[config.mk]
export PLATFORM = sky130hd
export DESIGN_NAME = sequenced_control_unit
export DESIGN_NICKNAME = d
export VERILOG_FILES = /design/src/rtl/sequenced_control_unit.sv
export SDC_FILE = /design/constraint.sdc
export NUM_CORES = 1
export LEC_CHECK = 0
export CORE_ASPECT_RATIO = 1.1
export CORE_MARGIN = 2
export CORE_UTILIZATION = 41
export DETAILED_ROUTE_END_ITERATION = 8
export PLACE_DENSITY = 0.77
export SETUP_SLACK_MARGIN = 0.15
export SYNTH_ARGS = -nofsm -noshare
export SYNTH_HDL_FRONTEND = slang
export SYNTH_SLANG_ARGS = --single-unit
[constraint.sdc]
create_clock -name CLK -period 1.1 [get_ports CLK]
set_input_delay 0.22 -clock CLK [delete_from_list [all_inputs] [get_ports CLK]]
set_output_delay 0.22 -clock CLK [all_outputs]
set_load 0.02 [all_outputs]
[src/rtl/sequenced_control_unit.sv]
// Registered, stall-aware control unit: one-cycle decode plus a request/wait sequencer for data memory.
// Define CTRL_TIMEOUT_EN to abort a memory access after MAX_WAIT busy cycles (FAULT state, TIMEOUT flag).
//
// state    | meaning
// RUN      | decode OPCODE every edge the PC is not held
// MEM_REQ  | first cycle of a load/store, PC held unconditionally
// MEM_WAIT | request held until BUSYWAIT drops
// FAULT    | hung access aborted, PC held until reset (CTRL_TIMEOUT_EN only)
module sequenced_control_unit #(
   parameter int OPCODE_WIDTH = 8,
   parameter int MAX_WAIT     = 64
) (
   input  logic                    CLK,
   input  logic                    RESET,
   input  logic [OPCODE_WIDTH-1:0] OPCODE,
   input  logic                    INS_BUSYWAIT,
   input  logic                    BUSYWAIT,
   output logic                    WRITEENABLE,
   output logic                    ALUSRC,
   output logic [2:0]              ALUOP,
   output logic                    NEMUX,
   output logic [1:0]              BRANCH,
   output logic                    READ,
   output logic                    WRITE,
   output logic                    WRITESRC,
   output logic                    HOLD,
   output logic                    ILLEGAL,
   output logic                    TIMEOUT
);

   if (OPCODE_WIDTH < 5) begin : g_bad_opcode_width
      $error("OPCODE_WIDTH must be at least 5");
   end
   if (MAX_WAIT < 1) begin : g_bad_max_wait
      $error("MAX_WAIT must be at least 1");
   end

   typedef struct packed {
      logic       we;
      logic       alusrc;
      logic [2:0] aluop;
      logic       nemux;
      logic [1:0] branch;
      logic       read;
      logic       write;
      logic       writesrc;
   } ctrl_t;

`ifdef CTRL_TIMEOUT_EN
   typedef enum logic [1:0] {S_RUN, S_REQ, S_WAIT, S_FAULT} state_t;
   localparam int CW = $clog2(MAX_WAIT + 1);
   logic [CW-1:0] wait_cnt;
   logic          timeout_r;
`else
   typedef enum logic [1:0] {S_RUN, S_REQ, S_WAIT} state_t;
`endif

   state_t state;
   ctrl_t  ctrl_r;
   ctrl_t  dec;
   logic   legal;
   logic   illegal_r;

   function automatic logic op_legal(input logic [OPCODE_WIDTH-1:0] op);
      return ((op >> 5) == '0) && (op[4:0] <= 5'h11) && (op[4:0] != 5'h0B);
   endfunction

   function automatic ctrl_t decode(input logic [OPCODE_WIDTH-1:0] op);
      ctrl_t c;
      c = '0;
      if (op_legal(op)) begin
         case (op[4:0])
            5'h00: begin c.aluop = 3'b001; c.alusrc = 1'b1; end
            5'h01: begin c.aluop = 3'b001; c.alusrc = 1'b1; c.nemux = 1'b1; end
            5'h02: begin c.aluop = 3'b010; c.alusrc = 1'b1; end
            5'h03: begin c.aluop = 3'b011; c.alusrc = 1'b1; end
            5'h04: begin c.aluop = 3'b000; c.alusrc = 1'b1; end
            5'h05: begin c.aluop = 3'b000; end
            5'h06: begin c.branch = 2'b01; end
            5'h07: begin c.aluop = 3'b001; c.alusrc = 1'b1; c.nemux = 1'b1; c.branch = 2'b10; end
            5'h08: begin c.aluop = 3'b001; c.alusrc = 1'b1; c.nemux = 1'b1; c.branch = 2'b11; end
            5'h09: begin c.aluop = 3'b100; c.alusrc = 1'b1; end
            5'h0A: begin c.aluop = 3'b101; end
            5'h0C: begin c.aluop = 3'b110; end
            5'h0D: begin c.aluop = 3'b111; end
            5'h0E: begin c.alusrc = 1'b1; c.read = 1'b1; c.writesrc = 1'b1; end
            5'h0F: begin c.read = 1'b1; c.writesrc = 1'b1; end
            5'h10: begin c.alusrc = 1'b1; c.write = 1'b1; end
            5'h11: begin c.write = 1'b1; end
            default: c = '0;
         endcase
         // stores and all branch/jump ops never write the register file
         c.we = ~c.write & (c.branch == 2'b00);
      end
      return c;
   endfunction

   always_comb begin
      dec   = decode(OPCODE);
      legal = op_legal(OPCODE);
   end

   always_comb begin
      HOLD = INS_BUSYWAIT | BUSYWAIT | (state == S_REQ);
`ifdef CTRL_TIMEOUT_EN
      HOLD = HOLD | (state == S_FAULT);
`endif
   end

   always_ff @(posedge CLK or posedge RESET) begin
      if (RESET) begin
         state     <= S_RUN;
         ctrl_r    <= '0;
         illegal_r <= 1'b0;
`ifdef CTRL_TIMEOUT_EN
         wait_cnt  <= '0;
         timeout_r <= 1'b0;
`endif
      end else begin
         case (state)
            S_RUN: begin
               if (!HOLD) begin
                  ctrl_r    <= dec;
                  illegal_r <= illegal_r | ~legal;
                  state     <= (dec.read | dec.write) ? S_REQ : S_RUN;
               end
            end
            S_REQ: begin
               state <= S_WAIT;
`ifdef CTRL_TIMEOUT_EN
               wait_cnt <= '0;
`endif
            end
            S_WAIT: begin
               // completion ignores INS_BUSYWAIT: only the data memory paces this state
               if (!BUSYWAIT) begin
                  ctrl_r    <= dec;
                  illegal_r <= illegal_r | ~legal;
                  state     <= (dec.read | dec.write) ? S_REQ : S_RUN;
               end
`ifdef CTRL_TIMEOUT_EN
               else begin
                  if (wait_cnt != CW'(MAX_WAIT)) wait_cnt <= wait_cnt + 1'b1;
                  if (wait_cnt == CW'(MAX_WAIT - 1)) begin
                     state        <= S_FAULT;
                     ctrl_r.read  <= 1'b0;
                     ctrl_r.write <= 1'b0;
                     ctrl_r.we    <= 1'b0;
                     timeout_r    <= 1'b1;
                  end
               end
`endif
            end
`ifdef CTRL_TIMEOUT_EN
            S_FAULT: state <= S_FAULT;
`endif
            default: state <= S_RUN;
         endcase
      end
   end

   assign WRITEENABLE = ctrl_r.we & ~HOLD;
   assign ALUSRC      = ctrl_r.alusrc;
   assign ALUOP       = ctrl_r.aluop;
   assign NEMUX       = ctrl_r.nemux;
   assign BRANCH      = ctrl_r.branch;
   assign READ        = ctrl_r.read;
   assign WRITE       = ctrl_r.write;
   assign WRITESRC    = ctrl_r.writesrc;
   assign ILLEGAL     = illegal_r;
`ifdef CTRL_TIMEOUT_EN
   assign TIMEOUT     = timeout_r;
`else
   assign TIMEOUT     = 1'b0;
`endif

endmodule

==> impl_metrics.toml, run 1 <==
[critical_path]
cp_num_buf_inv = 1
cp.arrival_ns = 1.39
crit_path_cell_trace = "nor2b_1 -> or3_4 -> nor2_4 -> buf_6"
critPathRequiredTime_ns = 0.88
cp_top_family = "simple AND/OR/NAND/NOR gates"
setup.worst_path.end_class = "output pin"
cpMaxStageDelayCell = "dfrtp_1"
worst_setup_path_start_kind = "register"
path_class = "register to output pin"
slowest_delay_ns = 0.39
worstPathMaxFanout = 2

[global_routing]
grt_pass1_wl_mm = 3.73
overflow = 0
grt_pass1_vias = 892
antenna_found_initial = 0
grt_max_degree = 14
grt_usage = 0.218

[flow_run]
cap_violations = 0

[sta]
hold_violations = 0
setup_tns_ns = -2.44
hold_slack_ns = 0.241
max_freq_mhz = 623
skew_ns = 0.00368
worst_slack_ns = -0.506
rsz0062_at_grt = "true"
final-setup-viol-count = 14
slew_viol_final = 0
min_period_ns = 1.61
period_share = 1.46

[placement]
dp_slack_ns = -0.861
place.gp.congestion = 0.762
portBuffers = 24
dp_hpwl_mm = 1.66
dp_cells = 163

[logic_synthesis]
synth_largest_area_cell = "dfrtp_1"
avgSynthCellArea_sq_um = 8.80
ys_ff_latch = 13
mappedNetlistArea_sq_um = 845
ys_top_cells_by_area = "dfrtp_1, buf_4, o21ai_0"
synth_nets = 108
synth.distinct_cells = 39
postSynthCellCount = 96
netlist.area_leader.share = 0.385
ys_seq_area_frac = 0.385
yosysWarnings = 0

[cts]
hold_buffers = 0
clock_latency_ns = 0.28
htree_levels = 1
ctsLongestPathBuffers = 2
cts_made_buffers = 3
cts-root-buf = "clkbuf_4"
cts.clk_slew.worst_paths_ns = 0.08
cts_tree = "built"
cts.sinks = 13

[cells_and_area]
final_nets = 164
insertedDiodeCount = 0
layoutNonFillerInstCount = 179
drive_gt1_frac = 0.550
area_growth_pct = 75.9

[pwr]
p_per_area_nw_per_um2 = 725
p_leak_uw = 0.000694
ir_worst_vdd_uv = 443
power_uw = 1080

[status]
outcome = "complete, but fails checks"
violations = "negative setup slack"

[detailed_routing]
totalWireLength_mm = 2.58
vias = 908
drt_pass1_iterations = 4
drtIter0Drc = 9
drtAntennaViolNets = 0
vias_per_cell = 5.07
drc = 0
wire_per_inst_um = 14.4

[floorplanning]
chipHeight_um = 51.6
die_x_um = 47.3
ios = 26
core_area_sq_um = 1980
rows = 17
initial_core_util = 0.427
fp.dieArea_sq_um = 2440

[worst_hold_path]
min_path_type = "input pin to async pin"
==> cells by family (layout without fill, tap and decap cells) <==
logic type	count (synthesis)	count (layout)	synth area share
simple gates	36	36	0.246
other cells	1	1	0.00444
compound gates	28	28	0.216
flops	13	13	0.385
buf+inv	16	71	0.127
xor+xnor	2	2	0.0207
==> metrics by stage <==
stage	util	cell area, sq um
after floorplan	-	873
after global placement	0.631	1250
after detailed placement	0.631	1250
after CTS	0.705	1390
after global routing	0.751	1490
final	0.751	1490
==> layer usage <==
layer | GRT usage | vias up | share of wire
met3 | 0.0417 | 4 | 0.034
met2 | 0.387 | 25 | 0.54
met1 | 0.238 | 434 | 0.40
met4 | 0.0972 | 0 | 0.018
li1 | - | 445 | -
met5 | 0 | - | 0
==> cell type report <==
cell class	instances	area, sq um
timing repair buffer	63	556
clock buffer	4	26.3
sequential	13	325
inverter	4	15.0
tap	28	35.0
fill	133	493
multi-input combinational	67	528
==> cell usage in the layout (no fill, tap or decap), drive strengths merged, types with 3 or more instances in the layout <==
cell type      Yosys  routed
buf               11      52
nand2             14      14
dfrtp             13      13
o21ai             12      12
dlygate4sd2        0       8
a21oi              5       5
nor2               5       5
inv                4       4
clkbuf             1       4
clkdlybuf4s50      0       3
==> timing repair <==
item / in CTS / in global routing
gates resized for setup: 108 / 13
setup buffers: 5 / 6
endpoints found under the setup margin: 25 / 25
pin swaps: 9 / 3
gates cloned: 1 / 0
==> state kept, by name, indices dropped and copies added (netlist names) <==
signal and count:
WRITE 1, READ 1, ILLEGAL 1, NEMUX 1, ALUSRC 1, ctrl_r 1
state 2, BRANCH 2, ALUOP 3
==> Yosys cell counts, drive strengths merged <==
master / number
a2111o: 1
a211o: 1
a211oi: 1
a21o: 1
a21oi: 5
a22o: 1
and3: 1
and4: 1
and4b: 1
buf: 11
clkbuf: 1
conb: 1
dfrtp: 13
inv: 4
nand2: 14
nand2b: 1
nand3: 2
nand3b: 1
nand4b: 2
nor2: 5
nor2b: 1
nor3: 2
nor3b: 2
nor4: 1
o21a: 1
o21ai: 12
o21bai: 1
o2bb2ai: 1
o31ai: 2
o41ai: 1
or3: 2
xnor2: 2
==> path summary, 6_finish.rpt <==
kind	start	to	slack, ns	cells past startpoint
hold reg to reg	ctrl_r[10]	ctrl_r[10]	0.51	2
setup / recovery	state[0]	WRITEENABLE	-0.51	4
max in group asynchronous	RESET	READ	0.70	3
hold / removal	RESET	WRITE	0.24	3
setup reg to reg	state[0]	ALUSRC	-0.19	6
min in group CLK	OPCODE[5]	ctrl_r[10]	0.49	5
==> worst register-to-register path, cell delays in order, from the launching register on <==
cell and delay, ns:
dfrtp_1 0.39, buf_4 0.13, buf_6 0.11, nor2_4 0.11, o21ai_4 0.10, buf_6 0.14, a22o_1 0.20
==> power by group <==
part | total [uW] | internal, uW | leakage, uW | switching (uW)
clock | 299 | 141 | 0.0000150 | 159
combinational | 289 | 142 | 0.000503 | 147
sequential | 489 | 484 | 0.000176 | 4.99
total | 1080 | 767 | 0.000694 | 310
(Power assumes the default switching activity.)
==> run 2, diff against run 1 <==
--- a/config.mk
+++ b/config.mk
@@ -9,7 +9,8 @@
 export CORE_MARGIN = 2
 export CORE_UTILIZATION = 41
 export DETAILED_ROUTE_END_ITERATION = 8
-export PLACE_DENSITY = 0.77
+export MAX_ROUTING_LAYER = met4
+export PLACE_DENSITY = 0.74
 export SETUP_SLACK_MARGIN = 0.15
 export SYNTH_ARGS = -nofsm -noshare
 export SYNTH_HDL_FRONTEND = slang
==> impl_metrics.toml, run 2 (synthesized netlist as in run 1, its figures left out) <==
[critical_path]
worst_setup_path_start_kind = "register"
critPathRequiredTime_ns = 0.88
path_class = "register to output pin"
cpMaxStageDelayCell = "dfrtp_1"
cp.arrival_ns = 1.40
slowest_delay_ns = 0.40
worstPathMaxFanout = 2
crit_path_cell_trace = "nor2b_4 -> or3_4 -> nor2_4 -> buf_6"
setup.worst_path.end_class = "output pin"
cp_top_family = "simple AND/OR/NAND/NOR gates"
cp_num_buf_inv = 1

[sta]
min_period_ns = 1.62
final-setup-viol-count = 14
worst_slack_ns = -0.520
rsz0062_at_grt = "true"
max_freq_mhz = 617
setup_tns_ns = -5.60
slew_viol_final = 0
skew_ns = 0.000541
period_share = 1.47
hold_violations = 0

[cells_and_area]
insertedDiodeCount = 0
layoutNonFillerInstCount = 178
final_nets = 163
fin_area_sq_um = 1480
regArea_sq_um = 325
final_common_cell = "buf_4"
largest_reg_flops = 3
multi_input_area_sq_um = 515
final_cell_mix = "buf_4, buf_6, dfrtp_1"
area_growth_pct = 75.1
drive_gt1_frac = 0.547
n_fill_cell = 135

[pwr]
pwr-share-seq = 0.448
p_leak_uw = 0.000699
power_uw = 1090
ir_worst_vdd_uv = 728
p_int_uw = 770
combPwrFrac = 0.264
p_sw_frac = 0.294
p_per_area_nw_per_um2 = 738
clockPowerShare = 0.288
switchingPower_uw = 321

[cts]
cts.sinks = 13
cts_tree = "built"
hold_buffers = 0
ctsLongestPathBuffers = 2
cts-root-buf = "clkbuf_4"
clock_latency_ns = 0.29
cts.clk_slew.worst_paths_ns = 0.08
cts_made_buffers = 3
htree_levels = 1

[global_routing]
antenna_found_initial = 0
overflow = 0
grt_pass1_wl_mm = 3.39
grt_pass1_vias = 816
grt_usage = 0.204
grt_max_degree = 14

[detailed_routing]
wire_per_inst_um = 14.9
vias = 908
drtIter0Drc = 22
vias_per_cell = 5.10
drtAntennaViolNets = 0
totalWireLength_mm = 2.65
drc = 0
drt_pass1_iterations = 4

[placement]
placed_area_sq_um = 1220
dp_cells = 159
place.gp.congestion = 0.765
dp_hpwl_mm = 1.54
portBuffers = 24

[status]
outcome = "complete, but fails checks"
violations = "negative setup slack"

[floorplanning]
rows = 17
initial_core_util = 0.427
ios = 26
core_area_sq_um = 1980
chipHeight_um = 51.6
fp.dieArea_sq_um = 2440
die_x_um = 47.3

[worst_hold_path]
min_path_type = "input pin to async pin"

[flow_run]
cap_violations = 0
## run 2: power groups by stage
stage,Combinational [uW],Sequential [uW],Clock (uW)
after floorplan,129,499,0
after global placement,238,496,0
after detailed placement,246,497,0
after CTS,258,488,306
after global routing,311,490,330
final,289,489,314
## run 2: final timing paths
path	from	to	slack (ns)	cells after the start
max in group asynchronous	RESET	ALUSRC	0.73	3
worst min-delay path	RESET	READ	0.22	3
worst max register to register	state[0]	BRANCH[0]	-0.43	7
worst max-delay path	state[0]	WRITEENABLE	-0.52	4
worst min register to register	ILLEGAL	ILLEGAL	0.49	1
min in group CLK	ILLEGAL	ILLEGAL	0.49	1
## run 2: worst min-delay path: cells and delay by family
kind	cells	cell delay [ns]
buffers and inverters	3	0.64
## run 2: area by class of cell
cell class | count | area share
Inverter | 4 | 0.0102
Tap cell | 28 | 0.0237
Sequential cell | 13 | 0.220
Clock buffer | 4 | 0.0178
Multi-Input combinational cell | 67 | 0.349
Timing Repair Buffer | 62 | 0.380
## run 2: metal layers
layer / vias up / global-route usage / wire [um]
met5: - / - / 0
met3: 9 / 0.0208 / 82
met4: 0 / 0.125 / 89
li1: 440 / - / -
met2: 28 / 0.342 / 1410
met1: 431 / 0.223 / 1070
## run 2: through the flow
stage | hold WS (ns) | setup WS, ns | util
after floorplan | 0.0970 | -0.148 | -
after global placement | 0.441 | -0.830 | 0.615
after detailed placement | 0.452 | -0.871 | 0.615
after CTS | 0.242 | -0.464 | 0.680
after global routing | 0.242 | -0.531 | 0.748
final | 0.216 | -0.520 | 0.748
## run 2: timing repair
action	4_1_cts	5_1_grt
setup endpoints to repair	25	25
setup buffers	7	8
endpoints found under the hold margin	0	0
gates resized for setup	105	20
pin swaps	8	3
==> run 3, diff against run 2 <==
--- a/config.mk
+++ b/config.mk
@@ -12,6 +12,7 @@
 export MAX_ROUTING_LAYER = met4
 export PLACE_DENSITY = 0.74
 export SETUP_SLACK_MARGIN = 0.15
+export SLEW_MARGIN = 40
 export SYNTH_ARGS = -nofsm -noshare
 export SYNTH_HDL_FRONTEND = slang
 export SYNTH_SLANG_ARGS = --single-unit
==> results of run 3 <==
No change in the layout: final DEF, timing and power equal those of run 2.
